--- src/rtl/bidir_piso_pkg.sv ---
// Shared types for the bidirectional shift-register library (serializer side).
// Latency: n/a (types and constants only).
// Backpressure: n/a.
package bidir_piso_pkg;

    // PARITY is only reachable when the parity feature is compiled in.
    typedef enum logic [1:0] {
        IDLE   = 2'd0,
        SHIFT  = 2'd1,
        PARITY = 2'd2
    } state_t;

    // Shift direction encoding, common with the receive-side shifter.
    localparam logic DIR_RIGHT = 1'b0;  // LSB first
    localparam logic DIR_LEFT  = 1'b1;  // MSB first

endpackage

--- src/rtl/bidir_piso_serializer.sv ---
// Parallel-in serial-out shifter, LSB-first or MSB-first selected per word at load.
// Latency: load at edge k -> data bits in cycles k+1..k+N, done pulse in cycle k+N+1
//          (parity build: parity bit in k+N+1, done in k+N+2).
// Backpressure: load_ready is high only in IDLE; the source holds load_valid until accepted.
//
// Optional feature macro: PISO_PARITY_EN (appends an even-parity bit after the data bits).
//
// Ports:
//   clk          rising-edge clock
//   reset        asynchronous active-high reset
//   load_valid   source offers data_in/dir
//   load_ready   serializer idle and able to accept a word
//   data_in      N-bit word to transmit
//   dir          0 = LSB first, 1 = MSB first (captured at load only)
//   serial_out   current serial bit (0 when idle)
//   serial_valid serial_out carries a bit this cycle
//   busy         transfer in progress
//   done         one-cycle pulse in the first IDLE cycle after a transfer
module bidir_piso_serializer
    import bidir_piso_pkg::*;
#(
    parameter int N = 8
) (
    input  logic         clk,
    input  logic         reset,
    input  logic         load_valid,
    output logic         load_ready,
    input  logic [N-1:0] data_in,
    input  logic         dir,
    output logic         serial_out,
    output logic         serial_valid,
    output logic         busy,
    output logic         done
);

    localparam int CW = $clog2(N + 1);
    localparam logic [CW-1:0] LAST = CW'(N - 1);

    state_t         state_q;
    state_t         state_d;
    logic [N-1:0]   sr_q;
    logic [CW-1:0]  cnt_q;
    logic           dir_q;
    logic           done_q;
    logic           load_fire;
    logic           last_bit;
    logic           finishing;

`ifdef PISO_PARITY_EN
    logic           parity_q;
`endif

    assign load_fire = load_valid && (state_q == IDLE);
    assign last_bit  = (state_q == SHIFT) && (cnt_q == LAST);

    // The transfer ends on the edge leaving the last serial cycle; done is
    // registered from that so it lands in the first IDLE cycle.
`ifdef PISO_PARITY_EN
    assign finishing = (state_q == PARITY);
`else
    assign finishing = last_bit;
`endif

    always_ff @(posedge clk or posedge reset) begin
        if (reset) begin
            state_q <= IDLE;
        end else begin
            state_q <= state_d;
        end
    end

    always_comb begin
        state_d      = state_q;
        load_ready   = 1'b0;
        serial_valid = 1'b0;
        busy         = 1'b0;
        serial_out   = 1'b0;
        case (state_q)
            IDLE: begin
                load_ready = 1'b1;
                if (load_fire) begin
                    state_d = SHIFT;
                end
            end
            SHIFT: begin
                serial_valid = 1'b1;
                busy         = 1'b1;
                serial_out   = (dir_q == DIR_LEFT) ? sr_q[N-1] : sr_q[0];
                if (last_bit) begin
`ifdef PISO_PARITY_EN
                    state_d = PARITY;
`else
                    state_d = IDLE;
`endif
                end
            end
`ifdef PISO_PARITY_EN
            PARITY: begin
                serial_valid = 1'b1;
                busy         = 1'b1;
                serial_out   = parity_q;
                state_d      = IDLE;
            end
`endif
            default: begin
                state_d = IDLE;
            end
        endcase
    end

    always_ff @(posedge clk or posedge reset) begin
        if (reset) begin
            sr_q     <= '0;
            cnt_q    <= '0;
            dir_q    <= DIR_RIGHT;
            done_q   <= 1'b0;
`ifdef PISO_PARITY_EN
            parity_q <= 1'b0;
`endif
        end else begin
            done_q <= finishing;
            if (load_fire) begin
                sr_q     <= data_in;
                dir_q    <= dir;
                cnt_q    <= '0;
`ifdef PISO_PARITY_EN
                parity_q <= ^data_in;
`endif
            end else if (state_q == SHIFT) begin
                if (dir_q == DIR_LEFT) begin
                    sr_q <= {sr_q[N-2:0], 1'b0};
                end else begin
                    sr_q <= {1'b0, sr_q[N-1:1]};
                end
                cnt_q <= cnt_q + CW'(1);
            end
        end
    end

    assign done = done_q;

endmodule

--- config.mk ---
export PLATFORM = sky130hd
export DESIGN_NAME = bidir_piso_serializer
export DESIGN_NICKNAME = d
export VERILOG_FILES = /design/src/rtl/bidir_piso_pkg.sv /design/src/rtl/bidir_piso_serializer.sv
export SDC_FILE = /design/constraint.sdc
export NUM_CORES = 1
export LEC_CHECK = 0
export ABC_CLOCK_PERIOD_IN_PS = 2800
export CAP_MARGIN = 40
export CORE_ASPECT_RATIO = 1.1
export CORE_MARGIN = 2
export CORE_UTILIZATION = 49
export DETAILED_ROUTE_END_ITERATION = 8
export GPL_ROUTABILITY_DRIVEN = 0
export GPL_TIMING_DRIVEN = 0
export PLACE_DENSITY_LB_ADDON = 0.08
export SETUP_SLACK_MARGIN = 0.3
export SLEW_MARGIN = 25
export SYNTH_ARGS = -nofsm -noshare
export SYNTH_HDL_FRONTEND = slang
export SYNTH_SLANG_ARGS = --single-unit
--- constraint.sdc ---
create_clock -name clk -period 2.8 [get_ports clk]
set_input_delay 0.56 -clock clk [delete_from_list [all_inputs] [get_ports clk]]
set_output_delay 0.56 -clock clk [all_outputs]
set_load 0.02 [all_outputs]
### Yosys cells after proc, flatten, opt, wreduce, memory -nomap -nowiden

Index checks and enable logic that the tools add are counted.

* add/subtract/negate cells: 1
* equal/unequal tests: 4
* mux-type cells: 12
* reduce and logical (&&, ||, !) cells: 5

Operators with widths (number)
* two-way mux 8 bit: 3
* two-way mux 4 bit: 2
* adder 4 x 1 -> 4 bit (second input constant): 1
* equality test 4 x 3 -> 1 bit (second input constant): 1
* two-way mux 1 bit: 4
* two-way mux 2 bit: 2
* != test 2 bit (second input constant): 2
* case mux 2 bit (2 select lines): 1
* equality test 2 x 1 -> 1 bit (second input constant): 1
* logical AND 1 bit: 2
* logical NOT 2 bit: 1
* AND reduction 2 bit: 1
* nonzero test 2 bit: 1

* register bits after elaboration: 16
* output and inout port bits: 5

### Logic depth before layout (Yosys ltp)

* word-level depth: 4
* gate-level depth with buffers: 5
* mapped depth without buffers: 3

### Least setup slack after synthesis

Ideal clock, no wire load.

* kind: reg-to-output
* start: register state_q[0]
* end: output serial_out
* arrival time: 1.202 ns
* data required time: 2.240 ns
* setup slack: 1.038 ns
* cell stages (with the launch flop): 3
* cell sequence: dfrtp_1 > clkinv_1 > nor2_1

* cells in the longest elaborated chain, start to end: 2

Ends and longest elaborated chain
* from (decl): line bidir_piso_serializer.sv:39 `state_t state_q;`
* from (signal assigned): line bidir_piso_serializer.sv:68 `state_q <= state_d;`
* equality test 2 x 1 -> 1 bit: line bidir_piso_serializer.sv:78 `case (state_q)`
* two-way mux 1 bit: line bidir_piso_serializer.sv:78
* to (decl): line bidir_piso_serializer.sv:30 `output logic serial_out,`

Every way passes these cells.

### Final worst setup path

Ends and elaborated chain as after synthesis.

==> impl_metrics.tcl <==
set metrics [dict create \
    swShare_pct 38.3 \
    worst_pin_slew_ps 559 \
    port_buffers 15 \
    synthDistinctLibCells 23 \
    setup_viol 0 \
    ys_seq_elements 15 \
    grt_overflow_total 0 \
    cts_hold_buf 0 \
    firstDrtPassIters 4 \
    syn_avg_cell_area_sq_um 11.3 \
    path_clk_slew_ps 90 \
    cap_violations 0 \
    yosys-top-cells-area "dfrtp_1, mux2i_1, a211oi_2" \
    final-hold-violation-count 0 \
    htree_levels 1 \
    synth_seq_area_share_pct 45.7 \
    path_cells "clkinv_1, nor2_1, clkdlybuf4s50_1" \
    rows 15 \
    crit_path_top_delay_cell "clkdlybuf4s50_1" \
    cp_max_fo 8 \
    p_leak_nw 0.433 \
    die_w_um 43.1 \
    synth_nets 86 \
    fmax_mhz 444 \
    vias 602 \
    whs_endpoint "cnt_q[3]$_DFFE_PP0P_" \
    yosys.area.top_type_share_pct 45.7 \
    switchingPower_w 0.000405 \
    drive_above_1_share_pct 18.5 \
    whs_path_depth 2 \
    endpoint_kind "output port" \
    fin_nets 106 \
    clock_path_buffers 2 \
    crit_required_ps 2240 \
    cts.sinks 15 \
    drc 0 \
    path_buf_inv 2 \
    slew_headroom_pct 62.7 \
    wl_per_cell_um 13.4 \
    critPathTopFamily "buffers and inverters" \
    area_growth_syn_to_layout_pct 24.2 \
    syn_area_sq_um 822 \
    critPathMaxStageDelay_ps 600 \
    reg2reg_slack_ps 1730 \
    yosys.area.top_type "dfrtp_1" \
    worst_r2r_endpoint "state_q[0]$_DFFE_PP0P_" \
    root_buffer "clkbuf_4" \
    final_cell_mix "dfrtp_1, clkdlybuf4s50_1, mux2i_1" \
    clock_power_share_pct 12.0 \
    status "finished, final reports clean" \
    grt_max_degree 16 \
    antenna_found_initial 0 \
    post_cts_buffers 0 \
    fin_crit_sh_pct 80.5 \
    drt-vias-per-instance 5.52 \
    rsz0062_at_grt "no" \
    worstHoldStart "cnt_q[3]$_DFFE_PP0P_" \
    post-place-ws_ps 871 \
    yosysWarningCount 0 \
    hold_path.class "flop to flop" \
    maxSlewViolCount 0 \
    antennaDiodeCount 0 \
    grt_first_pass_wirelength_mm 2.56 \
    pin_count 17 \
    comb_power_share_pct 49.8 \
    ant_nets 0 \
    routed_wl_mm 1.46 \
    ff2ff_path_depth 3 \
    p_total_w 0.00106 \
    crit_arrival_ps 1690 \
    cts_tree "built" \
    die-height_um 47.0 \
    initial_utilization_pct 52.1 \
    start_kind "flop" \
    track_usage_pct 17.4 \
    fin_ws_ps 546 \
    clkLatencyLatePin_ps 290 \
    seqPwrFrac_pct 38.2 \
    numCtsBuffers 3 \
    first_global_vias 559 \
    syn_inst 73 \
    ir_drop_v 0.000624 \
    path_class "flop to output port" \
    drt_iter0_markers 6 \
    tns_ps 0 \
    hpwl_mm 1.03 \
    cts.repair.resized 0 \
    coreArea_sq_um 1580 \
    die_area_sq_um 2020 \
    p_per_area_nw_per_um2 1040 \
    fin_crit_ps 2250 \
    internal_power_w 0.000652 \
    finClkSkew_ps 2.97 \
    timing.rr.start "cnt_q[0]$_DFFE_PP0P_" \
]
==> state kept, by name, summed over array words and instances (netlist names) <==
signal,count
state_q,1
done,1
cnt_q,4
sr_q,8
dir_q,1
==> logic make-up (layout without fill, tap and decap cells) <==
logic type / after synthesis / after routing / share of synthesized area (%)
flops: 15 / 15 / 45.7
xor+xnor: 2 / 2 / 2.13
buf+inv: 9 / 28 / 10.0
mux: 9 / 9 / 11.0
compound gates: 19 / 19 / 17.7
simple gates: 18 / 18 / 12.0
fa+ha+maj: 1 / 1 / 1.52
==> routing by layer <==
metal / vias up / global-route usage [%] / wire length (um)
met4: 0 / 9.09 / 28
met2: 11 / 27.3 / 674
met1: 294 / 24.2 / 713
met5: - / 0 / 0
met3: 4 / 2.31 / 48
li1: 293 / - / -
==> worst register-to-register path: stages, from the launching register on <==
cell and delay, ps:
dfrtp_1 430, ha_1 230, and4b_2 240, nor2_1 110
==> final cells by class <==
cell class                      instances  area, sq um
Multi-Input combinational cell         49          364
Clock buffer                            3         22.5
Fill cell                             139          556
Buffer                                  6         71.3
Clock inverter                          1         5.00
Inverter                                3         11.3
Timing Repair Buffer                   15          150
Sequential cell                        15          375
Tap cell                               17         21.3
==> through the flow <==
step	area (sq um)	hold slack [ps]	util [%]	std cells
after floorplan	822	461	-	73
after global placement	993	516	63.0	105
after detailed placement	993	520	63.0	105
after CTS	1020	534	64.8	109
after global routing	1020	570	64.8	109
final	1020	536	64.8	109
==> worst max path at each step <==
| stage | to | slack, ps | startpoint | cells after the start |
|---|---|---|---|---|
| 2_1_floorplan | serial_out | 1040 | state_q[0]$_DFFE_PP0P_ | 2 |
| 4_1_cts | serial_out | 540 | state_q[0]$_DFFE_PP0P_ | 3 |
| 3_3_place_gp | serial_out | 890 | state_q[0]$_DFFE_PP0P_ | 3 |
| 5_1_grt | serial_out | 400 | state_q[0]$_DFFE_PP0P_ | 3 |
| 3_5_place_dp | serial_out | 870 | state_q[0]$_DFFE_PP0P_ | 3 |
| 6_report | serial_out | 550 | state_q[0]$_DFFE_PP0P_ | 3 |
==> power groups by stage <==
stage,logic (W),registers (W),clock network [W]
after floorplan,0.000384,0.000397,0
after global placement,0.000522,0.000404,0
after detailed placement,0.000529,0.000407,0
after CTS,0.000531,0.000403,0.000131
after global routing,0.000585,0.000420,0.000137
final,0.000526,0.000404,0.000127
==> synth_stat cells <==
| cell type | count |
|---|---|
| a22o_1 | 1 |
| nand2_1 | 3 |
| nand3_1 | 4 |
| nor2_1 | 3 |
| o21ai_1 | 1 |
| xor2_1 | 1 |
| nand3b_1 | 1 |
| ha_1 | 1 |
| a21oi_1 | 6 |
| buf_4 | 2 |
| nor2b_1 | 6 |
| clkinv_1 | 1 |
| o21ai_0 | 4 |
| a211oi_2 | 6 |
| dfrtp_1 | 15 |
| clkbuf_8 | 1 |
| inv_1 | 2 |
| buf_12 | 1 |
| and4b_2 | 1 |
| o22ai_1 | 1 |
| buf_6 | 2 |
| xnor2_1 | 1 |
| mux2i_1 | 9 |
Note: power is estimated with default switching activity, not from simulation.
